--- src/rtl/mfp_uart_pkg.sv ---
// rtl/mfp_uart_pkg.sv - shared UART constants, bit-FSM encoding and divider helper
package mfp_uart_pkg;

    typedef enum logic [1:0] {
        ST_IDLE  = 2'd0,
        ST_START = 2'd1,
        ST_DATA  = 2'd2,
        ST_STOP  = 2'd3
    } uart_state_t;

    localparam int DATA_BITS  = 8;
    localparam int FRAME_BITS = 10;

    // Clock cycles per serial bit; integer truncation is intentional.
    function automatic int calc_div(input int clk_hz, input int baud);
        return clk_hz / baud;
    endfunction

endpackage

--- src/rtl/mfp_uart_fifo.sv ---
// rtl/mfp_uart_fifo.sv - synchronous byte FIFO with wrap-bit full detection
module mfp_uart_fifo #(
    parameter int WIDTH = 8,
    parameter int DEPTH = 4
) (
    input  logic             clk,
    input  logic             reset,
    input  logic             push,
    input  logic [WIDTH-1:0] wdata,
    input  logic             pop,
    output logic [WIDTH-1:0] rdata,
    output logic             full,
    output logic             empty
);

    localparam int AW = $clog2(DEPTH);
    localparam logic [AW:0] PTR_ONE = 1;

    logic [AW:0]      wptr;
    logic [AW:0]      rptr;
    logic [WIDTH-1:0] mem [DEPTH];

    // Pointers carry one extra bit so full and empty are distinguishable.
    always_ff @(posedge clk) begin
        if (reset) begin
            wptr <= '0;
            rptr <= '0;
        end else begin
            if (push && !full) begin
                wptr <= wptr + PTR_ONE;
            end
            if (pop && !empty) begin
                rptr <= rptr + PTR_ONE;
            end
        end
    end

    // Storage array; contents need no reset because the pointers gate reads.
    always_ff @(posedge clk) begin
        if (push && !full) begin
            mem[wptr[AW-1:0]] <= wdata;
        end
    end

    assign rdata = mem[rptr[AW-1:0]];
    assign empty = (wptr == rptr);
    assign full  = (wptr[AW] != rptr[AW]) && (wptr[AW-1:0] == rptr[AW-1:0]);

endmodule

--- src/rtl/mfp_uart_transmitter.sv ---
// rtl/mfp_uart_transmitter.sv - buffered 8N1 UART transmitter
module mfp_uart_transmitter
    import mfp_uart_pkg::*;
#(
    parameter int CLOCK_FREQUENCY = 50000000,
    parameter int BAUD_RATE       = 115200,
    parameter int FIFO_DEPTH      = 4
) (
    input  logic       clk,
    input  logic       reset,
    input  logic [7:0] tx_data,
    input  logic       tx_valid,
    output logic       tx_ready,
    output logic       tx,
    output logic       busy
);

    localparam int DIV   = calc_div(CLOCK_FREQUENCY, BAUD_RATE);
    localparam int CNT_W = (DIV > 2) ? $clog2(DIV) : 1;
    localparam logic [CNT_W-1:0] DIV_M1  = CNT_W'(DIV - 1);
    localparam logic [CNT_W-1:0] CNT_ONE = 1;
    localparam logic [2:0]       LAST_BIT = 3'(DATA_BITS - 1);

    generate
        if (DIV < 2) begin : g_bad_div
            $error("mfp_uart_transmitter: CLOCK_FREQUENCY / BAUD_RATE must be at least 2");
        end
    endgenerate

    uart_state_t      state;
    logic [CNT_W-1:0] baud_cnt;
    logic [2:0]       bit_idx;
    logic [7:0]       shreg;

    logic       fifo_full;
    logic       fifo_empty;
    logic [7:0] fifo_rdata;
    logic       push;
    logic       pop;

    // A byte is popped when the line is free: from idle, or at the last cycle of a stop bit.
    assign push = !reset && tx_valid && !fifo_full;
    assign pop  = !reset && !fifo_empty &&
                  ((state == ST_IDLE) || ((state == ST_STOP) && (baud_cnt == '0)));

    assign tx_ready = !fifo_full;
    assign busy     = (state != ST_IDLE) || !fifo_empty;

    mfp_uart_fifo #(
        .WIDTH (8),
        .DEPTH (FIFO_DEPTH)
    ) u_fifo (
        .clk   (clk),
        .reset (reset),
        .push  (push),
        .wdata (tx_data),
        .pop   (pop),
        .rdata (fifo_rdata),
        .full  (fifo_full),
        .empty (fifo_empty)
    );

    // Bit FSM and baud counter; tx is registered from the current state, one cycle behind it.
    always_ff @(posedge clk) begin
        if (reset) begin
            state    <= ST_IDLE;
            tx       <= 1'b1;
            baud_cnt <= '0;
            bit_idx  <= '0;
            shreg    <= '0;
        end else begin
            case (state)
                ST_START: tx <= 1'b0;
                ST_DATA:  tx <= shreg[0];
                default:  tx <= 1'b1;
            endcase

            case (state)
                ST_IDLE: begin
                    if (pop) begin
                        state    <= ST_START;
                        shreg    <= fifo_rdata;
                        baud_cnt <= DIV_M1;
                    end
                end
                ST_START: begin
                    if (baud_cnt == '0) begin
                        state    <= ST_DATA;
                        baud_cnt <= DIV_M1;
                        bit_idx  <= '0;
                    end else begin
                        baud_cnt <= baud_cnt - CNT_ONE;
                    end
                end
                ST_DATA: begin
                    if (baud_cnt == '0) begin
                        baud_cnt <= DIV_M1;
                        shreg    <= {1'b0, shreg[7:1]};
                        bit_idx  <= bit_idx + 3'd1;
                        if (bit_idx == LAST_BIT) begin
                            state <= ST_STOP;
                        end
                    end else begin
                        baud_cnt <= baud_cnt - CNT_ONE;
                    end
                end
                ST_STOP: begin
                    if (baud_cnt == '0) begin
                        if (pop) begin
                            state    <= ST_START;
                            shreg    <= fifo_rdata;
                            baud_cnt <= DIV_M1;
                        end else begin
                            state    <= ST_IDLE;
                            baud_cnt <= '0;
                        end
                    end else begin
                        baud_cnt <= baud_cnt - CNT_ONE;
                    end
                end
                default: begin
                    state <= ST_IDLE;
                end
            endcase
        end
    end

endmodule

--- config.mk ---
export PLATFORM = sky130hd
export DESIGN_NAME = mfp_uart_transmitter
export DESIGN_NICKNAME = d
export VERILOG_FILES = /design/src/rtl/mfp_uart_pkg.sv /design/src/rtl/mfp_uart_fifo.sv /design/src/rtl/mfp_uart_transmitter.sv
export SDC_FILE = /design/constraint.sdc
export NUM_CORES = 1
export LEC_CHECK = 0
export ABC_AREA = 1
export BUFFER_PORTS_ARGS = -buffer_cell sky130_fd_sc_hd__buf_2
export CORE_MARGIN = 2
export CORE_UTILIZATION = 37
export DETAILED_ROUTE_END_ITERATION = 10
export PLACE_DENSITY_LB_ADDON = 0.15
export SETUP_SLACK_MARGIN = 0.15
export SLEW_MARGIN = 20
export SYNTH_ARGS = -nofsm -noshare
export SYNTH_HDL_FRONTEND = slang
export SYNTH_HIERARCHICAL = 1
export SYNTH_SLANG_ARGS = --single-unit
--- constraint.sdc ---
create_clock -name clk -period 6 [get_ports clk]
set_input_delay 0.6 -clock clk [delete_from_list [all_inputs] [get_ports clk]]
set_output_delay 0.6 -clock clk [all_outputs]
set_load 0.01 [all_outputs]
==> run summary <==
Via count - 2265
Syn nets - 382
Run status - finished, final reports clean
Die Wd - 95.5 um
Post-Place Setup Slack - 3.75 ns
Vias in the first global route - 2093
Seq/Total Area, Yosys - 0.511
Sw Share - 0.370
Crit Reg-Reg Startpoint - u_fifo/wptr[0]
Final instance area - 3480 um^2
H-tree Lvls - 3
CTS tree - done
CP Depth - 10
Pint - 918 uW
WL per Instance - 12.0 um
Achievable Freq - 0.447 GHz
Logic pwr share - 0.330
CTS sink cnt - 63
CP Capture Type - flip-flop
Worst-path clk slew - 0.07 ns
Fin crit period - 2.24 ns
MaxCap Viol Count - 0
Worst Tran Pin Value - 0.668 ns
Core Region - 8180 um^2
Final Hold Fails - 0
Placed inst area - 3250 um^2
Worst R2R Path Depth - 10
Setup crit start - u_fifo/wptr[0]
Fraction of layout cells with a size suffix above 1 - 0.163
Yosys top cell area share - 0.310
Die H - 95.5 um
Clock root buffer - clkbuf_8
Psw - 540 uW
Synthesized area - 3100 um^2
Critical path's top delay family - simple AND/OR/NAND/NOR gates
Fin cells - 485
Crit share post-route - 0.373
Initial DRC Count - 63
Die Footprint - 9120 um^2
Gpl congestion - 0.775
Largest net degree at the start of global routing - 18
Port bufs - 13
Final worst slack - 3.76 ns
CTS Hold Bufs - 0
Leak - 0.00151 uW
Area delta synth->final - 12.3%
Fin Setup TNS - 0 ns
PD cells - 419 nW/um^2
Hold_ws - 0.471 ns
Final max-slew violation count - 0
Cell depth of the worst min-delay path - 2
Clock network fraction of total power - 0.289
Ys async rst share - 0
Largest area contributor in the netlist - edfxtp_1
Post-synth EDFFs - 32
Library cells used by synthesis - 31
Worst path cell trace - inv_2 > nand2_2 > nand2_4 > nand3_4 > inv_1 > inv_1 > nand2_1 > nor2_1 > nand2_1 > nor2_1
Synth cell count leaders - nand2_1 (64), nor2_1 (57), inv_1 (38)
Post-route ant nets - 0
Global-route wire length before repair - 9.77 mm
Total CTS buffers - 9
Initial core utilization - 0.379
RSZ-0062 raised after global routing - no
Yosys reg bits - 63
Initial antenna violation count - 0
Num ports - 14
Clock latency on the worst-skew pair - 0.34 ns
HP Start - bit_idx[1]
CP Buf/Inv Count - 3
Fill count - 799
Power share of the sequential group - 0.381
Final setup viols - 0
N_diodes - 0
Dpl cells - 469
Ys Warns - 6
Layout Nets - 400
Post-CTS Repair Setup Buffers - 0
Drt total wl - 5.83 mm
Final HPWL DP - 4.07 mm
Top cells by area, synth - edfxtp_1 (31%), dfxtp_1 (20%), nand2_1 (7.8%)
CP max stage delay - 0.53 ns
CP max FO - 8
Vias/cell - 4.67
Critical Path AT - 2.21 ns
GR Overflow Total - 0
Startpoint Class - flip-flop
TritonRoute pass-1 iters - 4
Most frequent cell after synthesis - nand2_1
# DRC - 0
Min-Delay Path Class - reg2reg
Worst vdd ir - 0.205 mV
Slowest cell on crit path - nor2_1
Total GRT Usage - 0.142
Mean area per synthesized cell - 8.68 um^2
Skew final - 0.00976 ns
Cells after Synth - 357
Maximum clock path buffer count - 2
CP required - 5.97 ns
Synth Flop Type - edfxtp_1
Row count - 33
Resized cells post-CTS - 0
Slew HR - 0.553
Crit path kind - reg2reg
## routing by layer
metal | part of all wire | track usage | vias up
met4 | 0.011 | 0.0500 | 0
met2 | 0.44 | 0.216 | 38
met1 | 0.51 | 0.197 | 1017
met5 | 0 | 0 | -
met3 | 0.039 | 0.0356 | 6
li1 | - | - | 1204
## final cells by class
type	count	area (um^2)	area share
clock buffers	9	124	0.0356
clock inverters	7	104	0.0299
inverters	44	165	0.0475
multi-input cells	244	1310	0.376
flip-flops and latches	63	1580	0.455
well taps	105	131	0.0378
repair buffers	13	65.1	0.0187
## metrics by stage
stage	util	total power [uW]
6_report	0.425	1460
5_1_grt	0.425	1580
4_1_cts	0.425	1470
3_5_place_dp	0.398	1050
3_3_place_gp	0.398	1040
2_1_floorplan	-	953
## state kept, by name, summed over array words and instances (netlist names), named ones only
name,count
u_fifo/mem,32
baud_cnt,9
u_fifo/wptr,3
tx,1
bit_idx,3
state,2
shreg,8
u_fifo/rptr,3
## layout by cell type (no fill, tap or decap), drive strengths merged
| cell type | synthesis | routed |
|---|---|---|
| buf | 5 | 13 |
| o21ai | 35 | 35 |
| xor2 | 1 | 1 |
| nand2 | 81 | 81 |
| nand3b | 3 | 3 |
| clkinv | 0 | 3 |
| or2 | 1 | 1 |
| o211ai | 1 | 1 |
| nor3b | 1 | 1 |
| inv | 44 | 46 |
| edfxtp | 32 | 32 |
| a21oi | 17 | 17 |
| nand4 | 1 | 1 |
| nand3 | 13 | 13 |
| nor2 | 62 | 62 |
| ha | 14 | 14 |
| dfxtp | 31 | 31 |
| bufinv | 0 | 2 |
| o22ai | 8 | 8 |
| clkbuf | 1 | 9 |
| o211a | 2 | 2 |
| nor3 | 4 | 4 |
## worst register-to-register path: cells and delay by family (launching register included)
family | cells | cell delay, ns
buffers and inverters | 3 | 0.19
DFF | 1 | 0.45
and+or+nand+nor | 7 | 1.24
## final timing paths
path                            slack [ns]                to
worst max-delay path                  3.76  u_fifo/mem[2][1]
worst min-delay path                  0.47        bit_idx[1]
worst max register to register        3.76  u_fifo/mem[2][1]
worst min register to register        0.47        bit_idx[1]
## power by group through the flow
stage                     Sequential (uW)  Clock [uW]  Combinational (uW)
after floorplan                       554           0                 398
after global placement                566           0                 478
after detailed placement              566           0                 481
after CTS                             556         432                 484
after global routing                  565         453                 566
final                                 556         422                 481
## cell families after synthesis
kind of cell / share of synthesized area
flops: 0.511
compound gates: 0.113
buf+inv: 0.0674
fa+ha+maj: 0.0565
simple gates: 0.250
xor+xnor: 0.00283
Note: power is estimated with default switching activity, not from simulation.
